===== src/rtl/br_ctrl_if.sv =====
// rtl/br_ctrl_if.sv - handshake/bus bundle between ID, EX branch controller and IF
//   slave  : controller side (br_ctrl)
//   master : environment side (ID/IF/pipeline control)
//   BR_STAT_EN adds the stat_* counter outputs.
interface br_ctrl_if;
    logic        in_valid;
    logic        in_ready;
    logic [7:0]  in_op;
    logic [31:0] in_pc;
    logic [31:0] in_rj_val;
    logic [31:0] in_rd_val;
    logic [31:0] in_offs;
    logic [4:0]  in_rd;
    logic        flush;
    logic        redir_valid;
    logic        redir_ready;
    logic [31:0] redir_pc;
    logic        done;
    logic        done_taken;
    logic        wb_valid;
    logic [4:0]  wb_rd;
    logic [31:0] wb_data;
    logic        illegal;
    logic        busy;
`ifdef BR_STAT_EN
    logic [31:0] stat_br_cnt;
    logic [31:0] stat_taken_cnt;
    logic [31:0] stat_stall_cnt;
`endif

    modport slave (
        input  in_valid, in_op, in_pc, in_rj_val, in_rd_val, in_offs, in_rd,
        input  flush, redir_ready,
        output in_ready, redir_valid, redir_pc, done, done_taken,
        output wb_valid, wb_rd, wb_data, illegal, busy
`ifdef BR_STAT_EN
        , output stat_br_cnt, stat_taken_cnt, stat_stall_cnt
`endif
    );

    modport master (
        output in_valid, in_op, in_pc, in_rj_val, in_rd_val, in_offs, in_rd,
        output flush, redir_ready,
        input  in_ready, redir_valid, redir_pc, done, done_taken,
        input  wb_valid, wb_rd, wb_data, illegal, busy
`ifdef BR_STAT_EN
        , input stat_br_cnt, stat_taken_cnt, stat_stall_cnt
`endif
    );
endinterface


===== src/rtl/br_ctrl.sv =====
// rtl/br_ctrl.sv - EX-stage branch/jump resolution controller with IF redirect handshake
//   clk   : rising-edge clock
//   reset : asynchronous active-high reset
//   bus   : br_ctrl_if.slave (ID operation in, IF redirect out, link write-back,
//           completion/illegal pulses, busy)
//   Optional macro BR_STAT_EN: done/taken/stall 32-bit counters on bus.stat_*.
module br_ctrl (
    input  logic      clk,
    input  logic      reset,
    br_ctrl_if.slave  bus
);
    localparam logic [7:0] OP_JIRL    = 8'h13;
    localparam logic [7:0] OP_B       = 8'h14;
    localparam logic [7:0] OP_BL      = 8'h15;
    localparam logic [7:0] OP_BEQ     = 8'h16;
    localparam logic [7:0] OP_BNE     = 8'h17;
    localparam logic [7:0] OP_BLT     = 8'h18;
    localparam logic [7:0] OP_BGE     = 8'h19;
    localparam logic [7:0] OP_BLTU    = 8'h1A;
    localparam logic [7:0] OP_BGEU    = 8'h1B;
    localparam logic [7:0] OP_INVALID = 8'hFF;

    typedef enum logic [1:0] {S_IDLE, S_RESOLVE, S_REDIRECT} state_t;

    state_t      r_state;
    logic        r_taken;
    logic        r_illegal;
    logic        r_link;
    logic [31:0] r_target;
    logic [4:0]  r_wb_rd;
    logic [31:0] r_wb_data;

    logic        w_taken;
    logic        w_illegal;
    logic        w_link;
    logic [31:0] w_target;
    logic [4:0]  w_wb_rd;
    logic        w_accept;
    logic        w_done;

    // Condition and target are resolved from the ID operands at capture time so
    // that every RESOLVE/REDIRECT output comes straight from flops.
    always_comb begin
        w_taken   = 1'b0;
        w_illegal = 1'b0;
        w_link    = 1'b0;
        w_target  = bus.in_pc + bus.in_offs;
        w_wb_rd   = 5'd1;
        case (bus.in_op)
            OP_JIRL: begin
                w_taken  = 1'b1;
                w_link   = 1'b1;
                w_target = bus.in_rj_val + bus.in_offs;
                w_wb_rd  = bus.in_rd;
            end
            OP_B:    w_taken = 1'b1;
            OP_BL: begin
                w_taken = 1'b1;
                w_link  = 1'b1;
            end
            OP_BEQ:  w_taken = (bus.in_rj_val == bus.in_rd_val);
            OP_BNE:  w_taken = (bus.in_rj_val != bus.in_rd_val);
            OP_BLT:  w_taken = ($signed(bus.in_rj_val) <  $signed(bus.in_rd_val));
            OP_BGE:  w_taken = ($signed(bus.in_rj_val) >= $signed(bus.in_rd_val));
            OP_BLTU: w_taken = (bus.in_rj_val <  bus.in_rd_val);
            OP_BGEU: w_taken = (bus.in_rj_val >= bus.in_rd_val);
            default: w_illegal = 1'b1;  // includes OP_INVALID
        endcase
    end

    assign w_accept = bus.in_valid && bus.in_ready;

    // Flush masks every pulse-type output in its own cycle.
    assign w_done = !bus.flush &&
                    (((r_state == S_RESOLVE) && (!r_taken || bus.redir_ready)) ||
                     ((r_state == S_REDIRECT) && bus.redir_ready));

    assign bus.in_ready    = (r_state == S_IDLE) && !bus.flush;
    assign bus.busy        = (r_state != S_IDLE);
    assign bus.redir_valid = !bus.flush &&
                             (((r_state == S_RESOLVE) && r_taken) || (r_state == S_REDIRECT));
    assign bus.redir_pc    = r_target;
    assign bus.done        = w_done;
    assign bus.done_taken  = (r_state != S_IDLE) && r_taken;
    assign bus.wb_valid    = !bus.flush && (r_state == S_RESOLVE) && r_link;
    assign bus.wb_rd       = r_wb_rd;
    assign bus.wb_data     = r_wb_data;
    assign bus.illegal     = !bus.flush && (r_state == S_RESOLVE) && r_illegal;

    always_ff @(posedge clk or posedge reset) begin
        if (reset) begin
            r_state   <= S_IDLE;
            r_taken   <= 1'b0;
            r_illegal <= 1'b0;
            r_link    <= 1'b0;
            r_target  <= 32'd0;
            r_wb_rd   <= 5'd0;
            r_wb_data <= 32'd0;
        end else if (bus.flush) begin
            r_state <= S_IDLE;
        end else begin
            case (r_state)
                S_IDLE: begin
                    if (w_accept) begin
                        r_state   <= S_RESOLVE;
                        r_taken   <= w_taken;
                        r_illegal <= w_illegal;
                        r_link    <= w_link && !w_illegal;
                        r_target  <= w_target;
                        r_wb_rd   <= w_wb_rd;
                        r_wb_data <= bus.in_pc + 32'd4;
                    end
                end
                S_RESOLVE: begin
                    if (r_taken && !bus.redir_ready)
                        r_state <= S_REDIRECT;
                    else
                        r_state <= S_IDLE;
                end
                S_REDIRECT: begin
                    if (bus.redir_ready)
                        r_state <= S_IDLE;
                end
                default: r_state <= S_IDLE;
            endcase
        end
    end

`ifdef BR_STAT_EN
    logic [31:0] r_stat_br;
    logic [31:0] r_stat_taken;
    logic [31:0] r_stat_stall;

    always_ff @(posedge clk or posedge reset) begin
        if (reset) begin
            r_stat_br    <= 32'd0;
            r_stat_taken <= 32'd0;
            r_stat_stall <= 32'd0;
        end else begin
            if (w_done)
                r_stat_br <= r_stat_br + 32'd1;
            if (w_done && r_taken)
                r_stat_taken <= r_stat_taken + 32'd1;
            if (!bus.flush && (r_state == S_REDIRECT) && !bus.redir_ready)
                r_stat_stall <= r_stat_stall + 32'd1;
        end
    end

    assign bus.stat_br_cnt    = r_stat_br;
    assign bus.stat_taken_cnt = r_stat_taken;
    assign bus.stat_stall_cnt = r_stat_stall;
`endif
endmodule


===== src/flat_wrapper.sv =====
// flat-port wrapper written by rule: the top's interface ports become plain ports
module br_ctrl_flat 
  (clk, reset, bus_in_valid, bus_in_op, bus_in_pc, bus_in_rj_val, bus_in_rd_val, bus_in_offs, bus_in_rd, bus_flush, bus_redir_ready, bus_in_ready, bus_redir_valid, bus_redir_pc, bus_done, bus_done_taken, bus_wb_valid, bus_wb_rd, bus_wb_data, bus_illegal, bus_busy);
  br_ctrl_if bus_i ();
  input  logic clk;
  input  logic reset;
  input wire logic [$bits(bus_i.in_valid)-1:0] bus_in_valid;
  input wire logic [$bits(bus_i.in_op)-1:0] bus_in_op;
  input wire logic [$bits(bus_i.in_pc)-1:0] bus_in_pc;
  input wire logic [$bits(bus_i.in_rj_val)-1:0] bus_in_rj_val;
  input wire logic [$bits(bus_i.in_rd_val)-1:0] bus_in_rd_val;
  input wire logic [$bits(bus_i.in_offs)-1:0] bus_in_offs;
  input wire logic [$bits(bus_i.in_rd)-1:0] bus_in_rd;
  input wire logic [$bits(bus_i.flush)-1:0] bus_flush;
  input wire logic [$bits(bus_i.redir_ready)-1:0] bus_redir_ready;
  output wire logic [$bits(bus_i.in_ready)-1:0] bus_in_ready;
  output wire logic [$bits(bus_i.redir_valid)-1:0] bus_redir_valid;
  output wire logic [$bits(bus_i.redir_pc)-1:0] bus_redir_pc;
  output wire logic [$bits(bus_i.done)-1:0] bus_done;
  output wire logic [$bits(bus_i.done_taken)-1:0] bus_done_taken;
  output wire logic [$bits(bus_i.wb_valid)-1:0] bus_wb_valid;
  output wire logic [$bits(bus_i.wb_rd)-1:0] bus_wb_rd;
  output wire logic [$bits(bus_i.wb_data)-1:0] bus_wb_data;
  output wire logic [$bits(bus_i.illegal)-1:0] bus_illegal;
  output wire logic [$bits(bus_i.busy)-1:0] bus_busy;
  assign bus_i.in_valid = bus_in_valid;
  assign bus_i.in_op = bus_in_op;
  assign bus_i.in_pc = bus_in_pc;
  assign bus_i.in_rj_val = bus_in_rj_val;
  assign bus_i.in_rd_val = bus_in_rd_val;
  assign bus_i.in_offs = bus_in_offs;
  assign bus_i.in_rd = bus_in_rd;
  assign bus_i.flush = bus_flush;
  assign bus_i.redir_ready = bus_redir_ready;
  assign bus_in_ready = bus_i.in_ready;
  assign bus_redir_valid = bus_i.redir_valid;
  assign bus_redir_pc = bus_i.redir_pc;
  assign bus_done = bus_i.done;
  assign bus_done_taken = bus_i.done_taken;
  assign bus_wb_valid = bus_i.wb_valid;
  assign bus_wb_rd = bus_i.wb_rd;
  assign bus_wb_data = bus_i.wb_data;
  assign bus_illegal = bus_i.illegal;
  assign bus_busy = bus_i.busy;
  br_ctrl u_core (.clk(clk), .reset(reset), .bus(bus_i));
endmodule

===== config.mk =====
export PLATFORM = sky130hd
export DESIGN_NAME = br_ctrl_flat
export DESIGN_NICKNAME = d
export VERILOG_FILES = /design/src/rtl/br_ctrl_if.sv /design/src/rtl/br_ctrl.sv /design/src/flat_wrapper.sv
export SDC_FILE = /design/constraint.sdc
export NUM_CORES = 1
export LEC_CHECK = 0
export ABC_AREA = 1
export CAP_MARGIN = 20
export CORE_AREA = 2 2 118 143
export DETAILED_ROUTE_END_ITERATION = 12
export DIE_AREA = 0 0 120 145
export PLACE_DENSITY = 0.83
export SLEW_MARGIN = 20
export SYNTH_ARGS = -nofsm -noshare
export SYNTH_HDL_FRONTEND = slang
export SYNTH_SLANG_ARGS = --single-unit

===== constraint.sdc =====
create_clock -name clk -period 2.3 [get_ports clk]
set_input_delay 0.23 -clock clk [delete_from_list [all_inputs] [get_ports clk]]
set_output_delay 0.23 -clock clk [all_outputs]
set_load 0.05 [all_outputs]

## After elaboration in Yosys (flattened, before gate mapping)

Cells that the tools add are included.

- Multiplexer cells: 10
- Magnitude comparators: 4
- Add/subtract/negate cells: 3
- Bitwise gates (word level): 1
- Equal/unequal tests: 15
- Reduce and logical (&&, ||, !) cells: 26

Operators by type and width:

| kind | count |
|---|---|
| == test 8 x 5 -> 1 bit (second input constant) | 9 |
| adder 32 bit | 2 |
| >= comparator 32 bit | 2 |
| < comparator 32 bit | 2 |
| adder 32 x 3 -> 32 bit (second input constant) | 1 |
| == test 32 bit | 1 |
| two-way mux 32 bit | 1 |
| inequality test 32 bit | 1 |
| logical AND 1 bit | 13 |
| OR reduction 9 bit | 1 |
| two-way mux 2 bit | 4 |
| case mux 1 bit (7 select lines) | 1 |
| case mux 2 bit (3 select lines) | 1 |
| two-way mux 5 bit | 1 |
| zero test 1 bit | 3 |
| logical OR 1 bit | 3 |
| inequality test 3 x 2 -> 1 bit (second input constant) | 1 |
| inequality test 3 bit (second input constant) | 1 |
| AND reduction 3 bit | 1 |
| OR reduction 3 bit | 1 |
| == test 2 x 1 -> 1 bit (second input constant) | 1 |
| == test 2 bit (second input constant) | 1 |
| zero test 2 bit | 1 |
| two-way mux 1 bit | 2 |
| other kinds (4) | 4 |

- Logic and storage cells: 66
- Register bits: 74
- Input port bits: 146
- Output and inout port bits: 76

## Longest topological paths before layout

- Depth after elaboration: 6
- Mapped depth: 21
- Gate-level depth less buffers: 20

## Least setup slack after synthesis

No wires, ideal clock.

- Path type: input-to-reg
- Start point: input port bus_in_op[4]
- End point: register u_core.r_target[26] (netlist: u_core.bus.redir_pc[26])
- Arrival time: 2.574 ns
- Data required time: 2.182 ns
- Library setup time: 0.118 ns
- Stages: 20
- Path buffers: 1
- Slack: -0.392 ns
- Cells stage by stage: inv_1 -> nor2_1 -> nand2_1 -> inv_1 -> nand2_1 -> clkbuf_1 -> nand2_1 -> o21ai_0 -> ha_1 -> inv_1 -> fa_1 -> o21ai_2 -> nand3_1 -> nand2_1 -> nand3_1 -> nand3_2 -> a21oi_1 -> or2_1 -> nand3_1 -> nand2_1

- Word-level cells in the longest chain between the ends: 2

RTL lines:

| item | RTL line | source |
|---|---|---|
| start: declaration | flat_wrapper.sv:8 | `input wire logic [$bits(bus_i.in_op)-1:0] bus_in_op;` |
| == test 8 x 5 -> 1 bit | br_ctrl.sv:49 | `case (bus.in_op)` |
| two-way mux 32 bit | br_ctrl.sv:49 |  |
| end signal: assignment | br_ctrl.sv:109 | `r_target <= w_target;` |
| end: declaration | br_ctrl.sv:29 | `logic [31:0] r_target;` |

No other way between the ends.
A chain may end at the register's enable or synchronous reset.

## Worst setup path after layout

- Start point: input port bus_in_op[6]
- End point: register u_core.r_target[18] (netlist: u_core.bus.redir_pc[18])

Same word-level chain as after synthesis.

==> key figures <==
Worst setup path
  – CP startpoint: bus_in_op[6]
  – Worst R2R Setup Slack: roughly 550 ps
  – Max incr delay on CP: ~280 ps
  – CP Data Arrival Time: approximately 2700 ps
  – Worst setup SP type: input pin
  – Most Frequent Cell on Critical Path: buf_4
  – Worst reg-to-reg path cell count: 7
  – Cell Chain, Critical Path: buf_2 > nor2_2 > nand2_2 > inv_4 > nand2_8 > inv_12 > buf_16 > buf_4 > o21ai_4 > ha_4 > a21oi_2 > buf_4 > nand2_4 > buf_6 > a21oi_4 > o21bai_1 > or2_1 > nand3_2 > nand2_1
  – Worst R2R Start: u_core.r_state[0]
  – CP endpoint kind: flop
  – Reg2reg end: u_core.bus.wb_rd[1]
  – Critical path class: in -> reg
  – Crit path to: u_core.bus.redir_pc[18]
  – Critical Path Slowest Stage Cell: ha_4
  – Worst-path maximum fanout: 6
  – WP data required: around 2600 ps

Floorplanning
  – I/O pin total: about 220
  – Chip height: between 100 and 150 um
  – Core box area: approximately 0.016 sq mm
  – Starting Density: 0.426
  – Rows: 51
  – Die W: ~120 um
  – Die area: 0.0174 sq mm

Placement
  – Cell Area, Placed: 0.0105 sq mm
  – I/O Buffers: approximately 220
  – Place WS: -1020 ps
  – GPL Wtd Cong: 0.913
  – HPWL after DPL: 20,200 um
  – Dpl cells: around 1,600

Synthesis
  – Post-Syn Instances: slightly above 1,000
  – Syn Area/Cell: between 6 and 7 sq um
  – Sequential share of the synthesized area: 0.272
  – Synth Cell Area: 0.00682 sq mm
  – Top FF cell, synth: dfrtp_1
  – Post-synth EDFFs: 0
  – Ys async rst share: 1.00
  – Yosys Warn Count: 0
  – Synthesized Nets: around 1,200
  – Synth unique cells: 48
  – Yosys reg bits: 74

Global routing
  – Total Routing Usage GR: 0.315
  – Initial antenna violation count: 0
  – Vias in the first global route: 8,854
  – Total gr overflow: 0
  – Largest net degree at the start of global routing: 75
  – First-pass GRT wire length: approximately 44,000 um

Timing
  – Final Hold Slack: 273 ps
  – Worst setup margin: -124 ps
  – Slew headroom: 0.592
  – Setup Skew: approximately 8.5 ps
  – Crit share post-route: 1.05
  – Maximum clock frequency: between 400 and 500 MHz
  – Slew @ Worst Pin: ~610 ps
  – Final Hold Vio Count: 0
  – RSZ-0062 raised after global routing: true
  – Setup Viol. Count Final: 18
  – Minimum clock period: roughly 2400 ps
  – Fin. max-slew vios: 0

Finish
  – Final Cell Area: 0.0123 sq mm
  – Nets@finish: 1,625
  – Most frequent cells in the layout: 279 x nand2_1, 208 x clkdlybuf4s50_1, 178 x buf_4
  – Most common cell after layout, fill and taps aside: nand2_1
  – Ant. Diodes: 0
  – Share of cells above drive strength 1: 0.317
  – Area delta synth->final: 80.4%
  – Non-filler cells, final: roughly 1,600

Power and ir drop
  – Max VDD drop: 0.403 mV
  – Leakage power: a little under 6 nW
  – Pwr per Cell Area: between 500 and 600 mW/mm^2

Route
  – DRC: 0
  – Post-route ant nets: 0
  – DR pass1 iterations: 5
  – Final wirelength: a little over 30,000 um
  – DR vias/cell: 5.48
  – DRT iter0 DRCs: between 700 and 800
  – Via count: ~8,900
  – Drt wl/cell: between 15 and 20 um

Clock tree
  – CTS root buf: clkbuf_16
  – Sink Count: 74
  – Clk_lat worst skew: 350 ps
  – Hold Buf Count CTS: 0
  – CTS Buf Count: 9
  – Clock Tree Buf Depth: 2
  – Clock-pin slew on the worst setup and hold paths: ~60 ps
  – Number of H-tree levels: 3
  – TritonCTS clock tree: built

Hold path
  – Hold WC Path Type: in -> async

Status
  – Failing checks: setup timing
  – Outcome: finished, violations left

Flow run
  – Max cap viols: 0
-- synth_stat cells, types with 3 or more instances --
library cell | count | share of area
a21o_1 | 6 | 0.0066
a21oi_1 | 64 | 0.047
a22o_1 | 5 | 0.0064
a31oi_1 | 3 | 0.0028
buf_2 | 6 | 0.0044
clkbuf_1 | 14 | 0.0077
dfrtp_1 | 74 | 0.27
ha_1 | 64 | 0.12
inv_1 | 115 | 0.063
inv_2 | 4 | 0.0022
nand2_1 | 333 | 0.18
nand2_2 | 5 | 0.0046
nand3_1 | 47 | 0.035
nand3_2 | 3 | 0.0044
nand3b_1 | 4 | 0.0044
nand4_1 | 12 | 0.011
nor2_1 | 76 | 0.042
nor2_4 | 4 | 0.0066
nor3_1 | 14 | 0.010
nor3_2 | 5 | 0.0073
nor4_1 | 4 | 0.0037
o21ai_0 | 62 | 0.046
o21ai_1 | 7 | 0.0051
o21bai_1 | 4 | 0.0044
o31ai_1 | 3 | 0.0033
or2_1 | 7 | 0.0064
or2_2 | 3 | 0.0028
xnor2_1 | 9 | 0.012
xor2_1 | 25 | 0.032
-- timing repair --
action | 4_1_cts | 5_1_grt
pin swaps | 68 | 73
setup endpoints to repair | 28 | 25
setup buffers | 26 | 14
resized for setup | 186 | 132
gates cloned | 4 | 1
-- per-stage QoR --
step                      utilization  TNS (ps)  total power [mW]
after CTS                       0.729      -229              6.31
after global routing            0.768     -4280              6.90
after global placement          0.653    -19660              4.59
after detailed placement        0.653    -21280              4.63
final                           0.768     -1160              6.63
after floorplan                     -      -596              3.32
-- sequential cells by signal (all words and copies together) (netlist names) --
register,cells
u_core.bus.redir_pc,32
u_core.bus.wb_data,32
u_core.bus.wb_rd,5
u_core.r_state,2
u_core.r_illegal,1
u_core.r_link,1
u_core.r_taken,1
-- metal layers --
layer / share of wire / track usage / up-vias
met2: 0.49 / 0.544 / 487
met4: 0.061 / 0.159 / 0
met5: 0 / 0 / -
li1: - / - / 4110
met1: 0.38 / 0.374 / 4176
met3: 0.073 / 0.0503 / 155
-- worst min-delay path by stage --
stage,startpoint,end,cells past startpoint
after floorplan,bus_redir_ready,u_core.r_state[1],1
after global placement,u_core.bus.wb_data[3],u_core.bus.wb_data[3],2
after detailed placement,u_core.bus.wb_data[20],u_core.bus.wb_data[20],2
after CTS,reset,u_core.bus.redir_pc[29],3
after global routing,reset,u_core.bus.redir_pc[29],3
final,reset,u_core.bus.redir_pc[29],3
-- layout make-up --
cell class,instances,area (sq um)
well taps,212,265
inverters,120,477
clock buffers,10,239
flip-flops and latches,74,1850
fillers,1051,3720
multi-input cells,795,5550
clock inverters,5,55.1
repair buffers,414,3870
-- critical path, delay by kind of cell --
| family | cells | cell delay (ps) |
|---|---|---|
| AO/OA/AOI/OAI | 4 | 580 |
| adder cells (fa/ha/maj) | 1 | 280 |
| buffers and inverters | 7 | 830 |
| AND/OR/NAND/NOR | 7 | 750 |
-- where the power goes --
group          internal, mW  switching, mW
clock                 0.860          0.607
sequential             1.53          0.155
combinational          1.43           2.06
-- logic make-up (layout without fill, tap and decap cells) --
kind of cell    after synthesis  after routing  share of synthesized area
simple gates                534            534                      0.353
compound gates              162            162                      0.130
fa+ha+maj                    65             65                      0.120
xor+xnor                     34             34                     0.0437
flops                        74             74                      0.272
buf+inv                     142            549                     0.0811
(Power assumes the default switching activity.)
